$ cat src/rtl/fir_interp2_synth_if.sv
// Stream interface for the 2x interpolating FIR: one input stream (x) and
// one output stream (y), each with a valid/ready handshake.
interface fir_interp2_synth_if;
  logic signed [15:0] x_in;
  logic               x_valid;
  logic               x_ready;
  logic signed [15:0] y_out;
  logic               y_valid;
  logic               y_ready;

  // Filter side: consumes x, produces y.
  modport slave (
    input  x_in, x_valid, y_ready,
    output x_ready, y_out, y_valid
  );

  // Source/sink side: produces x, consumes y.
  modport master (
    output x_in, x_valid, y_ready,
    input  x_ready, y_out, y_valid
  );
endinterface

$ cat src/rtl/fir_interp2_synth.sv
// 2x interpolating polyphase FIR (synthesis side of the 9-tap symmetric bank).
// One input sample yields an even output (5 taps) and an odd output (4 taps),
// computed with a single shared multiplier and a serial accumulator.
// The product is registered before accumulation, so a phase of N taps takes
// N+1 cycles from its start to the output load.
module fir_interp2_synth #(
  parameter logic signed [15:0] H0       = 16'sd6,
  parameter logic signed [15:0] H1       = 16'sd12,
  parameter logic signed [15:0] H2       = 16'sd16,
  parameter logic signed [15:0] H3       = 16'sd20,
  parameter logic signed [15:0] H4       = 16'sd106,
  parameter int unsigned        SHIFT    = 32'd0,
  parameter bit                 SATURATE = 1'b0
) (
  input  logic                clk,
  input  logic                rst,
  fir_interp2_synth_if.slave  bus
);

  typedef enum logic [2:0] {
    S_IDLE  = 3'd0,
    S_MAC_E = 3'd1,
    S_OUT_E = 3'd2,
    S_MAC_O = 3'd3,
    S_OUT_O = 3'd4
  } state_t;

  state_t             r_state;
  state_t             w_next_state;
  logic signed [15:0] r_hist [5];
  logic signed [35:0] r_acc;
  logic signed [31:0] r_prod;
  logic [2:0]         r_tap;
  logic signed [15:0] r_y_out;
  logic               r_y_valid;
  logic               r_x_ready;

  logic               w_accept;
  logic               w_y_hs;
  logic               w_mac;
  logic               w_last;
  logic               w_clr;
  logic               w_y_valid_nxt;
  logic               w_x_ready_nxt;
  logic [3:0]         w_k_idx;
  logic signed [15:0] w_coef;
  logic signed [15:0] w_sample;
  logic signed [31:0] w_prod;
  logic signed [35:0] w_sum;

  // Kernel k[0..8] = {-H4, H3, -H2, H1, H0, H1, -H2, H3, -H4}
  function automatic logic signed [15:0] f_kernel(input logic [3:0] idx);
    logic signed [15:0] k;
    case (idx)
      4'd0, 4'd8: k = -H4;
      4'd1, 4'd7: k = H3;
      4'd2, 4'd6: k = -H2;
      4'd3, 4'd5: k = H1;
      4'd4:       k = H0;
      default:    k = 16'sd0;
    endcase
    return k;
  endfunction

  // Arithmetic shift, then either clamp to int16 or keep the low 16 bits
  function automatic logic signed [15:0] f_format(input logic signed [35:0] acc);
    logic signed [35:0] sh;
    logic signed [15:0] y;
    sh = acc >>> SHIFT;
    if (SATURATE) begin
      if (sh > 36'sd32767) begin
        y = 16'sh7fff;
      end else if (sh < -36'sd32768) begin
        y = 16'sh8000;
      end else begin
        y = sh[15:0];
      end
    end else begin
      y = sh[15:0];
    end
    return y;
  endfunction

  assign w_accept = bus.x_valid & r_x_ready;
  assign w_y_hs   = r_y_valid & bus.y_ready;
  assign w_mac    = (r_state == S_MAC_E) || (r_state == S_MAC_O);
  // Tap counter reaches N once all N products have been issued; the last
  // product is still in r_prod and is folded in by w_sum at the load.
  assign w_last   = ((r_state == S_MAC_E) && (r_tap == 3'd5)) ||
                    ((r_state == S_MAC_O) && (r_tap == 3'd4));
  // Even phase uses k[2t], odd phase uses k[2t+1]; both use x[n-t]
  assign w_k_idx  = {r_tap, 1'b0} + {3'b000, (r_state == S_MAC_O)};
  assign w_coef   = f_kernel(w_k_idx);
  assign w_prod   = 32'(w_coef) * 32'(w_sample);
  assign w_sum    = r_acc + 36'(r_prod);

  // Select the history entry for the current tap (zero past the end)
  always_comb begin
    case (r_tap)
      3'd0:    w_sample = r_hist[0];
      3'd1:    w_sample = r_hist[1];
      3'd2:    w_sample = r_hist[2];
      3'd3:    w_sample = r_hist[3];
      3'd4:    w_sample = r_hist[4];
      default: w_sample = 16'sd0;
    endcase
  end

  // FSM state register
  always_ff @(posedge clk) begin
    if (rst) begin
      r_state <= S_IDLE;
    end else begin
      r_state <= w_next_state;
    end
  end

  // FSM next-state logic
  always_comb begin
    w_next_state = r_state;
    case (r_state)
      S_IDLE:  w_next_state = w_accept ? S_MAC_E : S_IDLE;
      S_MAC_E: w_next_state = w_last   ? S_OUT_E : S_MAC_E;
      S_OUT_E: w_next_state = w_y_hs   ? S_MAC_O : S_OUT_E;
      S_MAC_O: w_next_state = w_last   ? S_OUT_O : S_MAC_O;
      S_OUT_O: w_next_state = w_y_hs   ? S_IDLE  : S_OUT_O;
      default: w_next_state = S_IDLE;
    endcase
  end

  // FSM output decode: accumulator clear and next values of the handshake flags
  always_comb begin
    w_clr = 1'b0;
    case (r_state)
      S_IDLE:  w_clr = w_accept;
      S_OUT_E: w_clr = w_y_hs;
      default: w_clr = 1'b0;
    endcase
    w_y_valid_nxt = (w_next_state == S_OUT_E) || (w_next_state == S_OUT_O);
    w_x_ready_nxt = (w_next_state == S_IDLE);
  end

  // Datapath: history shift, serial MAC, registered outputs
  always_ff @(posedge clk) begin
    if (rst) begin
      for (int i = 0; i < 5; i++) begin
        r_hist[i] <= 16'sd0;
      end
      r_acc     <= 36'sd0;
      r_prod    <= 32'sd0;
      r_tap     <= 3'd0;
      r_y_out   <= 16'sd0;
      r_y_valid <= 1'b0;
      r_x_ready <= 1'b0;
    end else begin
      r_x_ready <= w_x_ready_nxt;
      r_y_valid <= w_y_valid_nxt;
      if (w_accept) begin
        r_hist[0] <= bus.x_in;
        for (int i = 1; i < 5; i++) begin
          r_hist[i] <= r_hist[i-1];
        end
      end
      if (w_clr) begin
        r_acc  <= 36'sd0;
        r_prod <= 32'sd0;
        r_tap  <= 3'd0;
      end else if (w_mac) begin
        r_acc  <= w_sum;
        r_prod <= w_prod;
        r_tap  <= r_tap + 3'd1;
      end
      if (w_last) begin
        r_y_out <= f_format(w_sum);
      end
    end
  end

  assign bus.x_ready = r_x_ready;
  assign bus.y_out   = r_y_out;
  assign bus.y_valid = r_y_valid;

endmodule

$ cat src/flat_wrapper.sv
// flat-port wrapper written by rule: the top's interface ports become plain ports
module fir_interp2_synth_flat 
#(
  parameter logic signed [15:0] H0       = 16'sd6,
  parameter logic signed [15:0] H1       = 16'sd12,
  parameter logic signed [15:0] H2       = 16'sd16,
  parameter logic signed [15:0] H3       = 16'sd20,
  parameter logic signed [15:0] H4       = 16'sd106,
  parameter int unsigned        SHIFT    = 32'd0,
  parameter bit                 SATURATE = 1'b0
)
  (clk, rst, bus_x_in, bus_x_valid, bus_y_ready, bus_x_ready, bus_y_out, bus_y_valid);
  fir_interp2_synth_if bus_i ();
  input  logic clk;
  input  logic rst;
  input wire logic [$bits(bus_i.x_in)-1:0] bus_x_in;
  input wire logic [$bits(bus_i.x_valid)-1:0] bus_x_valid;
  input wire logic [$bits(bus_i.y_ready)-1:0] bus_y_ready;
  output wire logic [$bits(bus_i.x_ready)-1:0] bus_x_ready;
  output wire logic [$bits(bus_i.y_out)-1:0] bus_y_out;
  output wire logic [$bits(bus_i.y_valid)-1:0] bus_y_valid;
  assign bus_i.x_in = bus_x_in;
  assign bus_i.x_valid = bus_x_valid;
  assign bus_i.y_ready = bus_y_ready;
  assign bus_x_ready = bus_i.x_ready;
  assign bus_y_out = bus_i.y_out;
  assign bus_y_valid = bus_i.y_valid;
  fir_interp2_synth #(.H0(H0), .H1(H1), .H2(H2), .H3(H3), .H4(H4), .SHIFT(SHIFT), .SATURATE(SATURATE)) u_core (.clk(clk), .rst(rst), .bus(bus_i));
endmodule
$ cat config.mk
export PLATFORM = sky130hd
export DESIGN_NAME = fir_interp2_synth_flat
export DESIGN_NICKNAME = d
export VERILOG_FILES = /design/src/rtl/fir_interp2_synth_if.sv /design/src/rtl/fir_interp2_synth.sv /design/src/flat_wrapper.sv
export SDC_FILE = /design/constraint.sdc
export NUM_CORES = 1
export LEC_CHECK = 0
export ABC_AREA = 1
export BUFFER_PORTS_ARGS = -buffer_cell sky130_fd_sc_hd__buf_2
export CORE_UTILIZATION = 35
export CTS_CLUSTER_DIAMETER = 100
export DETAILED_ROUTE_END_ITERATION = 8
export PLACE_DENSITY = 0.57
export SLEW_MARGIN = 20
export SYNTH_ARGS = -nofsm -noshare
export SYNTH_HDL_FRONTEND = slang
export SYNTH_SLANG_ARGS = --single-unit
$ cat constraint.sdc
create_clock -name clk -period 9.4 [get_ports clk]
set_clock_uncertainty 0.15 [all_clocks]
set_input_delay 1.88 -clock clk [delete_from_list [all_inputs] [get_ports clk]]
set_output_delay 1.88 -clock clk [all_outputs]
set_load 0.005 [all_outputs]
==> metrics.md, run 1 <==
| Metric | Value |
|---|---|
| H-tree levels | 4 |
| Vias | 7220 |
| TNS Setup | 0 ns |
| Critical Path End Type | flip-flop |
| Post-Syn Area | 9720 sq um |
| Cell type with the largest total area after synthesis | edfxtp_1 |
| Warnings, synthesis | 0 |
| Synth Flop Type | edfxtp_1 |
| Clk buf depth | 2 |
| Clock sinks | 133 |
| Most common cell after layout, fill and taps aside | inv_1 |
| Final number of setup-violating endpoints | 0 |
| Worst-Margin Slew | 1.08 ns |
| CTS tree | built |
| Max Cap Violations | 0 |
| P per Cell Area | 270 nW/um^2 |
| Die area | 28400 sq um |
| VDD IR-drop max | 0.000187 V |
| Die Y | 169 um |
| Syn_nets | 1344 |
| Sequential element share of the synthesized area | 35.6% |
| Highest Clock Rate | 140 MHz |
| Async SR Flop Fraction | 0% |
| Commonest non-fill, non-tap cells in the layout | 274 x inv_1, 197 x nor2_1, 172 x nand2_1 |
| First-pass GRT wire length | 35800 um |
| RD Place Congestion | 1.02 |
| Largest net degree at the start of global routing | 81 |
| Drt pass-1 iters | 5 |
| Worst endpoint required time | 9.57 ns |
| Ratio of final minimum period to clock period | 75.9% |
| Core ar. | 27100 sq um |
| Initial Util | 35.9% |
| Die W | 169 um |
| Area contributors post-synth | edfxtp_1 25%, fa_1 13%, dfxtp_1 11% |
| Outcome | finished clean |
| Final Hold Vio Count | 0 |
| CP arrival | 7.30 ns |
| GRT Residual Overflow | 0 |
| Top-area cell type share of the netlist area | 24.7% |
| Setup CP Type | flip-flop to flip-flop |
| Layout cell share with drive strength beyond 1 | 8.86% |
| Worst-Skew Late Latency | 0.43 ns |
| Antenna-violating nets left | 0 |
| Number of I/O pins | 38 |
| Routed vias/inst | 4.51 |
| Layout fillers | 2764 |
| Hold Path Cell Cnt | 2 |
| P&R area growth vs syn | 11.9% |
| # diodes | 0 |
| Layout net count | 1373 |
| Max Slew Vio Count | 0 |
| Worst R2R Start | u_core.r_tap[2]$_SDFFE_PP0P_ |
| Post-synth EDFFs | 80 |
| LEAKAGE | 5.44 nW |
| Number of hold buffers added after CTS | 0 |
| DRC violations left | 0 |
| Hold_sp | u_core.r_acc[1]$_SDFFE_PP0P_ |
| Yosys reg bits | 133 |
| Post-Syn Instances | 1188 |
| Number of global-route vias before repair | 7231 |
| Slew HR | 27.6% |
| Hold WC Path Type | flip-flop to flip-flop |
| CP Max Fanout | 13 |
| DRT iter0 DRCs | 397 |
| Global-route usage over all layers | 15.8% |
| Routed wire length | 21000 um |
| Setup crit start | u_core.r_tap[2]$_SDFFE_PP0P_ |
| R2r worst-path depth | 27 |
| Site Rows | 60 |
| Routed len/inst | 13.1 um |
| Post-CTS Setup Inserts | 0 |
| TritonCTS Buffers | 17 |
| Syn_area_per_cell | 8.18 sq um |
| Port Buffers | 36 |
| Worst-path clk slew | 0.07 ns |
| Clock Tree Root | clkbuf_16 |
| Tmin final | 7.14 ns |
| Initial antenna violation count | 0 |
| R2R setup slack | 2.26 ns |
| Placed Area | 10200 sq um |
| RSZ-0062 raised after global routing | false |
| Cts repair resizes | 0 |
| Final Instance Area | 10900 sq um |
| Distinct cells, synth | 47 |
| Post-DP HPWL | 15900 um |
| CP startpoint kind | flip-flop |
==> metrics by stage <==
step / cells / utilization, % / power [mW] / hold slack, ns / setup WS, ns
final: 1602 / 40.1 / 2.94 / 0.322 / 2.26
after global routing: 1602 / 40.1 / 3.28 / 0.345 / 1.59
after CTS: 1602 / 40.1 / 2.99 / 0.323 / 2.26
after detailed placement: 1570 / 37.8 / 2.26 / 0.313 / 2.27
after global placement: 1570 / 37.8 / 2.23 / 0.304 / 2.40
after floorplan: 1188 / - / 1.91 / 0.295 / 2.97
==> path summary, 6_finish.rpt <==
check	to
worst max-delay path	u_core.r_prod[15]$_SDFFE_PP0P_
worst min-delay path	u_core.r_acc[1]$_SDFFE_PP0P_
worst max register to register	u_core.r_prod[15]$_SDFFE_PP0P_
worst min register to register	u_core.r_acc[1]$_SDFFE_PP0P_
==> critical path, cell delays in order, from the launching register on <==
cell and delay, ns:
dfxtp_1 0.68, inv_2 0.27, ha_1 0.39, inv_2 0.20, o21ai_0 0.11, nor4_1 0.51, nor2_1 0.17, fa_1 0.60
inv_1 0.15, fa_1 0.55, inv_1 0.05, fa_1 0.49, inv_1 0.05, fa_1 0.47, inv_1 0.05, fa_1 0.52
inv_1 0.06, fa_1 0.52, inv_1 0.04, ha_1 0.35, nand4_1 0.11, inv_1 0.06, nand3_1 0.08, o2111ai_1 0.13
nand3_1 0.11, nand2_1 0.05, nor2_1 0.09, nor2_1 0.04
==> sequential cells by signal, indices dropped and copies added, names as in the netlist <==
signal and count:
u_core.r_hist 80, u_core.bus.y_out 15, u_core.r_acc 15, u_core.r_prod 15, u_core.r_state 3, u_core.r_tap 3, u_core.bus.x_ready 1, u_core.bus.y_valid 1
==> where the power goes <==
part | internal (mW) | switching, mW
Sequential | 0.659 | 0.0197
Clock | 0.408 | 0.307
Combinational | 0.601 | 0.943
Total | 1.67 | 1.27
==> final cells by class <==
type,instances,area [sq um],area share [%]
Sequential cell,133,3460,31.8
Inverter,286,1080,9.89
Tap cell,372,465,4.28
Clock buffer,17,425,3.91
Multi-Input combinational cell,741,5040,46.4
Clock inverter,15,209,1.92
Timing Repair Buffer,38,195,1.79
==> synth_stat cells, drive strengths merged, types with 14 or more instances <==
master	n
inv	286
fa	63
nor2	207
ha	73
xor2	14
nand3	49
edfxtp	80
clkbuf	17
o21ai	47
nand2	180
a21oi	42
dfxtp	53
==> routing by layer <==
metal | part of all wire [%] | vias up | GRT usage [%]
met5 | 0 | - | 0
met4 | 2.5 | 0 | 5.73
li1 | - | 3729 | -
met3 | 2.9 | 32 | 2.60
met2 | 45 | 122 | 25.2
met1 | 50 | 3337 | 21.5
==> logic make-up (layout without fill, tap and decap cells) <==
group                    count (synthesis)  in the layout  share of synthesized area (%)
buffers and inverters                  314            356                           12.6
AO/OA/AOI/OAI                          129            129                           7.70
adder cells (fa/ha/maj)                136            136                           22.4
other                                    1              1                         0.0386
AND/OR/NAND/NOR                        453            453                           19.7
flip-flops                             133            133                           35.6
XOR/XNOR                                22             22                           1.98
(Power assumes the default switching activity.)
==> run 2, diff against run 1 <==
==> constraint.sdc (replaced) <==
create_clock -name clk -period 7 [get_ports clk]
set_clock_uncertainty 0.15 [all_clocks]
set_input_delay 1.4 -clock clk [delete_from_list [all_inputs] [get_ports clk]]
set_output_delay 1.4 -clock clk [all_outputs]
set_load 0.005 [all_outputs]
==> run 2 against run 1 <==
Net effect: critical path depth rose by 3; first-iteration DRC count up 0.25%; final cell count is 0.50% higher; register-to-register slack worse by 1.8 ns; largest cell class unchanged; critical endpoint unchanged; non-clock buffer count grew 8; largest power group unchanged.
==> metrics.md, run 2 (synthesis results as in run 1) <==
| Metric | Value |
|---|---|
| Post-DP HPWL | 15900 um |
| Slew HR | 30.8% |
| Die area | 28400 sq um |
| Drt pass-1 iters | 5 |
| Clock Tree Root | clkbuf_16 |
| CTS tree | built |
| Worst-path clk slew | 0.07 ns |
| Number of hold buffers added after CTS | 0 |
| Die W | 169 um |
| Initial antenna violation count | 0 |
| Ratio of final minimum period to clock period | 93.4% |
| Worst-Skew Late Latency | 0.43 ns |
| Site Rows | 60 |
| RD Place Congestion | 0.926 |
| Vias | 7291 |
| Antenna-violating nets left | 0 |
| LEAKAGE | 5.47 nW |
| Global-route usage over all layers | 15.8% |
| CP Max Fanout | 8 |
| Setup CP Type | flip-flop to flip-flop |
| TNS Setup | 0 ns |
| Layout fillers | 2812 |
| DRT iter0 DRCs | 398 |
| Max Cap Violations | 0 |
| Tot Pwr | 3.92 mW |
| Die Y | 169 um |
| Clk buf depth | 2 |
| Final Hold Vio Count | 0 |
| Largest net degree at the start of global routing | 81 |
| Commonest non-fill, non-tap cells in the layout | 274 x inv_1, 197 x nor2_1, 172 x nand2_1 |
| Outcome | finished clean |
| Largest delay share family, worst path | adder cells |
| RSZ-0062 raised after global routing | false |
| Routed len/inst | 13.0 um |
| TritonCTS Buffers | 17 |
| First-pass GRT wire length | 35500 um |
| Core ar. | 27100 sq um |
| P&R area growth vs syn | 12.2% |
| Routed wire length | 20900 um |
| Tmin final | 6.54 ns |
| GRT Residual Overflow | 0 |
| Initial Util | 35.9% |
| Most common cell after layout, fill and taps aside | inv_1 |
| Max FFs per register | 80 |
| Max Slew Vio Count | 0 |
| Routed vias/inst | 4.53 |
| H-tree levels | 4 |
| Final number of setup-violating endpoints | 0 |
| CP arrival | 6.71 ns |
| DRC violations left | 0 |
| Number of global-route vias before repair | 7236 |
| Hold WC Path Type | flip-flop to flip-flop |
| VDD IR-drop max | 0.000289 V |
| P per Cell Area | 359 nW/um^2 |
| CP startpoint kind | flip-flop |
| Number of I/O pins | 38 |
| Layout cell share with drive strength beyond 1 | 9.37% |
| Critical Path End Type | flip-flop |
| CP max stage delay | 0.56 ns |
| Port Buffers | 36 |
| Clock sinks | 133 |
| Layout net count | 1381 |
| CP bufs+invs | 11 |
| Critical Path Most Common Cell | inv_1 |
| Worst-Margin Slew | 1.04 ns |
| Most flops, register | u_core.r_hist |
| CP max stage cell | fa_1 |
| Worst endpoint required time | 7.17 ns |
| # diodes | 0 |
| Highest Clock Rate | 153 MHz |
## run 2: cell types whose count changed in the layout (fill, tap and decap cells not counted), sizes merged
cell and change:
clkinv +1, buf +8, clkinvlp -1
## run 2: worst paths after layout
| path | cells after the start | slack [ns] | end | startpoint |
|---|---|---|---|---|
| setup reg to reg | 30 | 0.46 | u_core.r_prod[15]$_SDFFE_PP0P_ | u_core.r_tap[0]$_SDFFE_PP0P_ |
| hold / removal | 2 | 0.31 | u_core.r_acc[1]$_SDFFE_PP0P_ | u_core.r_acc[1]$_SDFFE_PP0P_ |
| hold reg to reg | 2 | 0.31 | u_core.r_acc[1]$_SDFFE_PP0P_ | u_core.r_acc[1]$_SDFFE_PP0P_ |
| setup / recovery | 30 | 0.46 | u_core.r_prod[15]$_SDFFE_PP0P_ | u_core.r_tap[0]$_SDFFE_PP0P_ |
## run 2: through the flow
stage | hold WS (ns) | util (%) | setup WS (ns) | area (sq um) | cells
finish | 0.313 | 40.3 | 0.461 | 10900 | 1610
global route | 0.355 | 40.3 | 0.00158 | 10900 | 1610
CTS | 0.315 | 40.2 | 0.322 | 10900 | 1610
detailed placement | 0.306 | 38.0 | 0.337 | 10300 | 1578
global placement | 0.303 | 38.0 | 0.471 | 10300 | 1578
floorplan | 0.295 | - | 0.565 | 9720 | 1188
## run 2: area by class of cell
cell class / count / area (sq um) / area share (%)
Multi-Input combinational cell: 741 / 5050 / 46.3
Sequential cell: 133 / 3460 / 31.8
Inverter: 286 / 1080 / 9.86
Tap cell: 372 / 465 / 4.27
Clock buffer: 17 / 425 / 3.90
Timing Repair Buffer: 46 / 255 / 2.34
Clock inverter: 15 / 170 / 1.56
## run 2: timing repair
action | in CTS | in global routing
setup buffers | 0 | 0
resized for setup | 0 | 3
endpoints found under the setup margin | 0 | 2
## run 2: where the power goes
part	internal, mW	switching, mW
registers	0.885	0.0255
clock network	0.536	0.386
logic	0.816	1.27
## run 2: worst min-delay path: stages (launching register included)
cell and delay [ns]:
dfxtp_1 0.31, nand2_1 0.06, a21oi_1 0.05
## run 2: routing by layer
metal	wire, um	global-route usage (%)
met5	0	0
met4	371	4.55
met3	631	2.67
met2	9670	25.9
met1	10200	21.4
